==> config.mk <==
export PLATFORM = sky130hd
export DESIGN_NAME = mem_debug_arbiter
export DESIGN_NICKNAME = d
export VERILOG_FILES = /design/src/rtl/mem_debug_arbiter.sv
export SDC_FILE = /design/constraint.sdc
export NUM_CORES = 1
export LEC_CHECK = 0
export BUFFER_PORTS_ARGS = -buffer_cell sky130_fd_sc_hd__buf_2
export CORE_ASPECT_RATIO = 0.6
export CORE_UTILIZATION = 40
export CTS_BUF_LIST = sky130_fd_sc_hd__clkbuf_4 sky130_fd_sc_hd__clkbuf_8
export DETAILED_ROUTE_END_ITERATION = 16
export PLACE_DENSITY = 0.75
export SYNTH_ARGS = -nofsm -noshare
export SYNTH_HDL_FRONTEND = slang
export SYNTH_SLANG_ARGS = --single-unit
==> constraint.sdc <==
create_clock -name clk -period 1.5 [get_ports clk]
set_input_delay 0 -clock clk [delete_from_list [all_inputs] [get_ports clk]]
set_output_delay 0 -clock clk [all_outputs]
set_load 0.02 [all_outputs]
==> src/rtl/mem_debug_arbiter.sv <==
// Shares the data BRAM port between the CPU datapath and a push-button debug read.
// A debounced button press steals two stalled cycles to read one word at dbg_addr.
module mem_debug_arbiter #(
  parameter int DEBOUNCE_CYCLES = 16,
  parameter int MAX_WAIT        = 8
) (
  input  logic        clk,
  input  logic        rst,
  input  logic        cpu_req,
  input  logic        cpu_we,
  input  logic [10:0] cpu_addr,
  input  logic [31:0] cpu_wdata,
  input  logic        button,
  input  logic [4:0]  dbg_addr,
  input  logic [31:0] mem_rdata,
  output logic [10:0] mem_addr,
  output logic        mem_we,
  output logic [31:0] mem_wdata,
  output logic        cpu_stall,
  output logic [31:0] dbg_data,
  output logic        dbg_valid,
  output logic [7:0]  dbg_count
);

  // state    | meaning
  // IDLE     | CPU owns the BRAM port; pending debug read waits for a gap
  // DBG_ADDR | debug address presented, CPU stalled
  // DBG_DATA | BRAM data valid, captured at the end of this cycle

  localparam int DW = $clog2(DEBOUNCE_CYCLES + 1);
  localparam int WW = $clog2(MAX_WAIT + 1);

  typedef enum logic [1:0] {IDLE, DBG_ADDR, DBG_DATA} state_t;

  state_t          state_q, state_d;
  logic            sync1_q, sync1_d;
  logic            sync2_q, sync2_d;
  logic            deb_level_q, deb_level_d;
  logic [DW-1:0]   deb_cnt_q, deb_cnt_d;
  logic            pending_q, pending_d;
  logic [WW-1:0]   wait_cnt_q, wait_cnt_d;
  logic [4:0]      addr_q, addr_d;
  logic [31:0]     dbg_data_q, dbg_data_d;
  logic            dbg_valid_q, dbg_valid_d;
  logic [7:0]      dbg_count_q, dbg_count_d;
  logic            stall_q, stall_d;
  logic            deb_rise;
  logic            go;

  always_comb begin
    state_d     = state_q;
    sync1_d     = button;
    sync2_d     = sync1_q;
    deb_level_d = deb_level_q;
    deb_cnt_d   = '0;
    pending_d   = pending_q;
    wait_cnt_d  = wait_cnt_q;
    addr_d      = addr_q;
    dbg_data_d  = dbg_data_q;
    dbg_valid_d = 1'b0;
    dbg_count_d = dbg_count_q;
    deb_rise    = 1'b0;

    if (sync2_q != deb_level_q) begin
      if (deb_cnt_q == DW'(DEBOUNCE_CYCLES - 1)) begin
        deb_level_d = sync2_q;
        deb_rise    = sync2_q;
      end else begin
        deb_cnt_d = deb_cnt_q + DW'(1);
      end
    end

    go = (state_q == IDLE) && pending_q &&
         (!cpu_req || (wait_cnt_q == WW'(MAX_WAIT - 1)));

    case (state_q)
      IDLE: begin
        if (go) begin
          state_d    = DBG_ADDR;
          pending_d  = 1'b0;
          wait_cnt_d = '0;
          addr_d     = dbg_addr;
        end else begin
          // a rise while a read is already pending is dropped, not queued
          if (deb_rise && !pending_q) pending_d = 1'b1;
          if (pending_q && cpu_req) wait_cnt_d = wait_cnt_q + WW'(1);
          else                      wait_cnt_d = '0;
        end
      end
      DBG_ADDR: state_d = DBG_DATA;
      DBG_DATA: begin
        state_d     = IDLE;
        dbg_data_d  = mem_rdata;
        dbg_count_d = dbg_count_q + 8'd1;
        dbg_valid_d = 1'b1;
      end
      default: state_d = IDLE;
    endcase

    stall_d = (state_d != IDLE);
  end

  always_ff @(posedge clk or posedge rst) begin
    if (rst) begin
      state_q     <= IDLE;
      sync1_q     <= 1'b0;
      sync2_q     <= 1'b0;
      deb_level_q <= 1'b0;
      deb_cnt_q   <= '0;
      pending_q   <= 1'b0;
      wait_cnt_q  <= '0;
      addr_q      <= '0;
      dbg_data_q  <= '0;
      dbg_valid_q <= 1'b0;
      dbg_count_q <= '0;
      stall_q     <= 1'b0;
    end else begin
      state_q     <= state_d;
      sync1_q     <= sync1_d;
      sync2_q     <= sync2_d;
      deb_level_q <= deb_level_d;
      deb_cnt_q   <= deb_cnt_d;
      pending_q   <= pending_d;
      wait_cnt_q  <= wait_cnt_d;
      addr_q      <= addr_d;
      dbg_data_q  <= dbg_data_d;
      dbg_valid_q <= dbg_valid_d;
      dbg_count_q <= dbg_count_d;
      stall_q     <= stall_d;
    end
  end

  // CPU path is combinational in IDLE so loads/stores see no added latency
  always_comb begin
    if (state_q == IDLE) begin
      mem_addr = cpu_addr;
      mem_we   = cpu_req & cpu_we;
    end else begin
      mem_addr = {6'b0, addr_q};
      mem_we   = 1'b0;
    end
    mem_wdata = cpu_wdata;
  end

  assign cpu_stall = stall_q;
  assign dbg_data  = dbg_data_q;
  assign dbg_valid = dbg_valid_q;
  assign dbg_count = dbg_count_q;

endmodule

==> results.md <==
* Remaining DRCs at 0
* Routability congestion estimate from global placement at between 0.7 and 0.8
* Yosys warning total at 0
* CTS H-tree depth at 3
* Most instantiated flip-flop cell in the synthesis netlist: dfrtp_1
* Height of the chip at 66.3 µm
* Transition time of the tightest slew-check pin at roughly 0.33 ns
* Final non-filler cell total at between 400 and 500
* Reported net switching power at 0.000854 W
* Horizontal extent of the die at about 110 µm
* Ant. Diodes at 0
* Vias per inst at ~4.7
* Total Wirelength at approximately 7100 µm
* Classification of the worst-slack hold path: in -> out
* Relative contribution of sequential cells to total power at between 40 and 50%
* Number of sinks handled by clock tree synthesis at a little over 60
* Std-Cell Core Area at between 6000 and 7000 µm²
* Share of synthesized flip-flops with an asynchronous set or reset at 100%
* Instance count after placement with tap cells included at between 300 and 400
* Switching share of power at a little under a quarter
* Req. time, crit path at ~1.7 ns
* Violations in the final reports: negative setup slack
* Vias after detailed routing at 2142
* Number of hold violations in the final report at 0
* Total standard cell area after synthesis at 2760 µm²
* Number of antenna violations at the first check in global routing at 0
* Final net count at 448
* Number of pins exceeding their max-slew limit in the final report at 0
* Shortest clock period the worst path allows after layout at 1.55 ns
* Run status: complete, but fails checks
* Pre-Repair DR Iteration Count at 4
* Root Buffer: clkbuf_8
* Endpoint arrival time on the critical path at approximately 1.8 ns
* Sequential area share after synthesis at a little under three fifths
* Filler cells at slightly below 500
* Count of flip-flops with a built-in enable after synthesis at 0
* Proportion of netlist area held by the largest area contributor at a little under three fifths
* CP Class: reg -> reg
* Mean routed wirelength per cell at between 15 and 20 µm
* Worst setup margin at -0.0514 ns
* GRT Overall Usage at 17.6%
* Unrepaired setup endpoints after global routing: yes
* Upper clock frequency limit at 645 MHz
* Clock power share at between 40 and 50%
* Post-Synthesis Net Count at 298
* Io pins at between 150 and 200
* Max-slew headroom at the worst pin at between 70% and 80%
* R2R Setup Slk at -0.05 ns
* Post-synthesis sequential element count at 62
* Port Buf Inserts at 106
* Area of the multi-input gates at around 1100 µm²
* Post-route clock skew at 0.0116 ns
* Combinational share of power at about 13%
* Initial core utilization at 41.3%
* Register clock-pin slew on the reported worst setup and hold paths at 0.07 ns
* Full die area at between 7000 and 8000 µm²
* Overall overflow remaining after global route at 0
* Post-detailed-route count of antenna-violating nets at 0
* Area growth syn-to-layout at 59.9%
* Leading cell types by total area after synthesis: dfrtp_1 56%, mux2_2 18%, buf_4 8.7%, xnor2_1 1.9%, and2_1 1.6%
* Floorplan row count at 23
* Worst ir drop on vdd at around 0.51 mV
* Number of global-route vias before repair at between 2000 and 2500
* Buffer depth of the longest clock path at 2
* Kind of end point of the critical path: flop
* Sequential standard cell area at between 1500 and 2000 µm²
* Fraction of final layout cells sized beyond drive strength 1 at roughly 58%
* Post-layout total power at roughly 0.0038 W
* Iter 0 DRT Violations at around 60
* Critical path startpoint category: flop
* CTS tree: yes
* Skew-Pair Late Insertion Delay at between 0.3 and 0.4 ns
* Cell internal power dissipation at between 0.002 and 0.003 W
* Cells after synthesis at 210
* Largest fanout on the critical path at 6
* Pin count of the biggest net entering global routing at 63
* Leakage power of the design at around 2.2 nW
* DP HPWL at ~3600 µm
* Wire length of the first global-routing pass at 9430 µm
* Final worst path period share at 103%
* Final setup fails at 12
* Post-synth cell types at 28
* Worst slack on hold paths at 0.00000774 ns
* # Max-Cap Violations at 0
* Placement-stage worst setup slack at -0.115 ns
* Total clock buffers created by CTS at 9
* Power per Cell Area at about 850 nW/µm²
* Cell type with the largest total area after synthesis: dfrtp_1
* Synthesized area per cell at between 10 and 15 µm²
==> metal layers <==
metal	vias to the layer above	global-route usage, %	wire length (µm)
li1	994	-	-
met1	1060	20.8	3140
met2	78	28.4	3500
met3	10	6.50	338
met4	0	8.50	106
met5	-	0	0
==> power groups by stage <==
stage | logic, W | registers (W) | clock network [W]
3_3_place_gp | 0.000321 | 0.00179 | 0
4_1_cts | 0.000430 | 0.00177 | 0.00156
5_1_grt | 0.000515 | 0.00177 | 0.00162
6_report | 0.000479 | 0.00177 | 0.00150
3_5_place_dp | 0.000329 | 0.00180 | 0
2_1_floorplan | 0.000244 | 0.00185 | 0
==> placed cells by master, fill, tap and decap left out, types with 5 or more instances in the layout <==
cell type,instances
and2_4,6
mux2_4,39
o21ai_0,5
buf_12,5
dlygate4sd3_1,39
nand4_1,6
clkbuf_8,12
xnor2_1,6
nand2_1,5
buf_2,94
buf_6,20
dfrtp_1,62
buf_4,14
==> per-stage QoR <==
stage               area (µm²)  util [%]  TNS (ns)
floorplan                 2760         -    -0.358
global placement          3280      49.2    -0.341
detailed placement        3280      49.2    -0.536
CTS                       4050      60.7    -0.246
global route              4410      66.1     -2.02
finish                    4410      66.1    -0.445
==> repair_timing <==
item	in CTS	in global routing
hold buffers	39	0
resized for setup	35	53
cloned	0	5
endpoints found under the hold margin	100	0
pin swaps	4	6
setup buffers	7	6
setup endpoints to repair	16	51
==> cell usage after synthesis, types with 2 or more instances <==
cell / count
mux2_2: 43
buf_2: 5
xnor2_1: 6
and4b_1: 2
and3_1: 3
o21ai_0: 5
nand4_1: 6
o2bb2ai_1: 2
nor2_1: 5
xor2_1: 4
nand2_1: 5
nand3_1: 4
buf_4: 32
nor2b_1: 2
inv_1: 4
and2_1: 7
dfrtp_1: 62
ha_1: 3
==> state kept, by name, indices dropped and copies added (netlist names) <==
register     flops
dbg_data        32
dbg_count        8
addr_q           5
deb_cnt_q        5
wait_cnt_q       4
state_q          2
cpu_stall        1
dbg_valid        1
deb_level_q      1
pending_q        1
sync1_q          1
sync2_q          1
==> critical path: stages, from the launching register on <==
cell and delay, ns:
dfrtp_1 0.36, ha_2 0.19, nand3b_1 0.15, a211oi_4 0.25, buf_6 0.18, mux2_4 0.31
==> final cells by class <==
| type | instances | area share [%] |
|---|---|---|
| clock buffer | 12 | 3.74 |
| clock inverter | 3 | 0.965 |
| inverter | 4 | 0.426 |
| multi-input combinational | 106 | 25.3 |
| sequential | 62 | 35.2 |
| tap | 87 | 2.47 |
| timing repair buffer | 177 | 31.9 |
==> logic make-up (layout without fill, tap and decap cells) <==
family / count (synthesis) / after routing / synth area share [%]
multiplexers: 44 / 44 / 17.9
AND/OR/NAND/NOR: 38 / 38 / 7.89
buffers and inverters: 42 / 196 / 10.3
AO/OA/AOI/OAI: 11 / 11 / 3.13
XOR/XNOR: 10 / 10 / 3.17
flip-flops: 62 / 62 / 56.2
adder cells (fa/ha/maj): 3 / 3 / 1.36
==> worst paths after layout <==
check / startpoint / end / depth (start not counted)
hold reg to reg: sync1_q / sync2_q / 0
setup reg to reg: wait_cnt_q[1] / addr_q[3] / 5
setup / recovery: wait_cnt_q[1] / addr_q[3] / 5
max in group asynchronous: rst / dbg_data[30] / 4
min in group asynchronous: rst / dbg_data[18] / 4
hold / removal: cpu_wdata[22] / mem_wdata[22] / 0
Power figures use the tool's default switching activity.
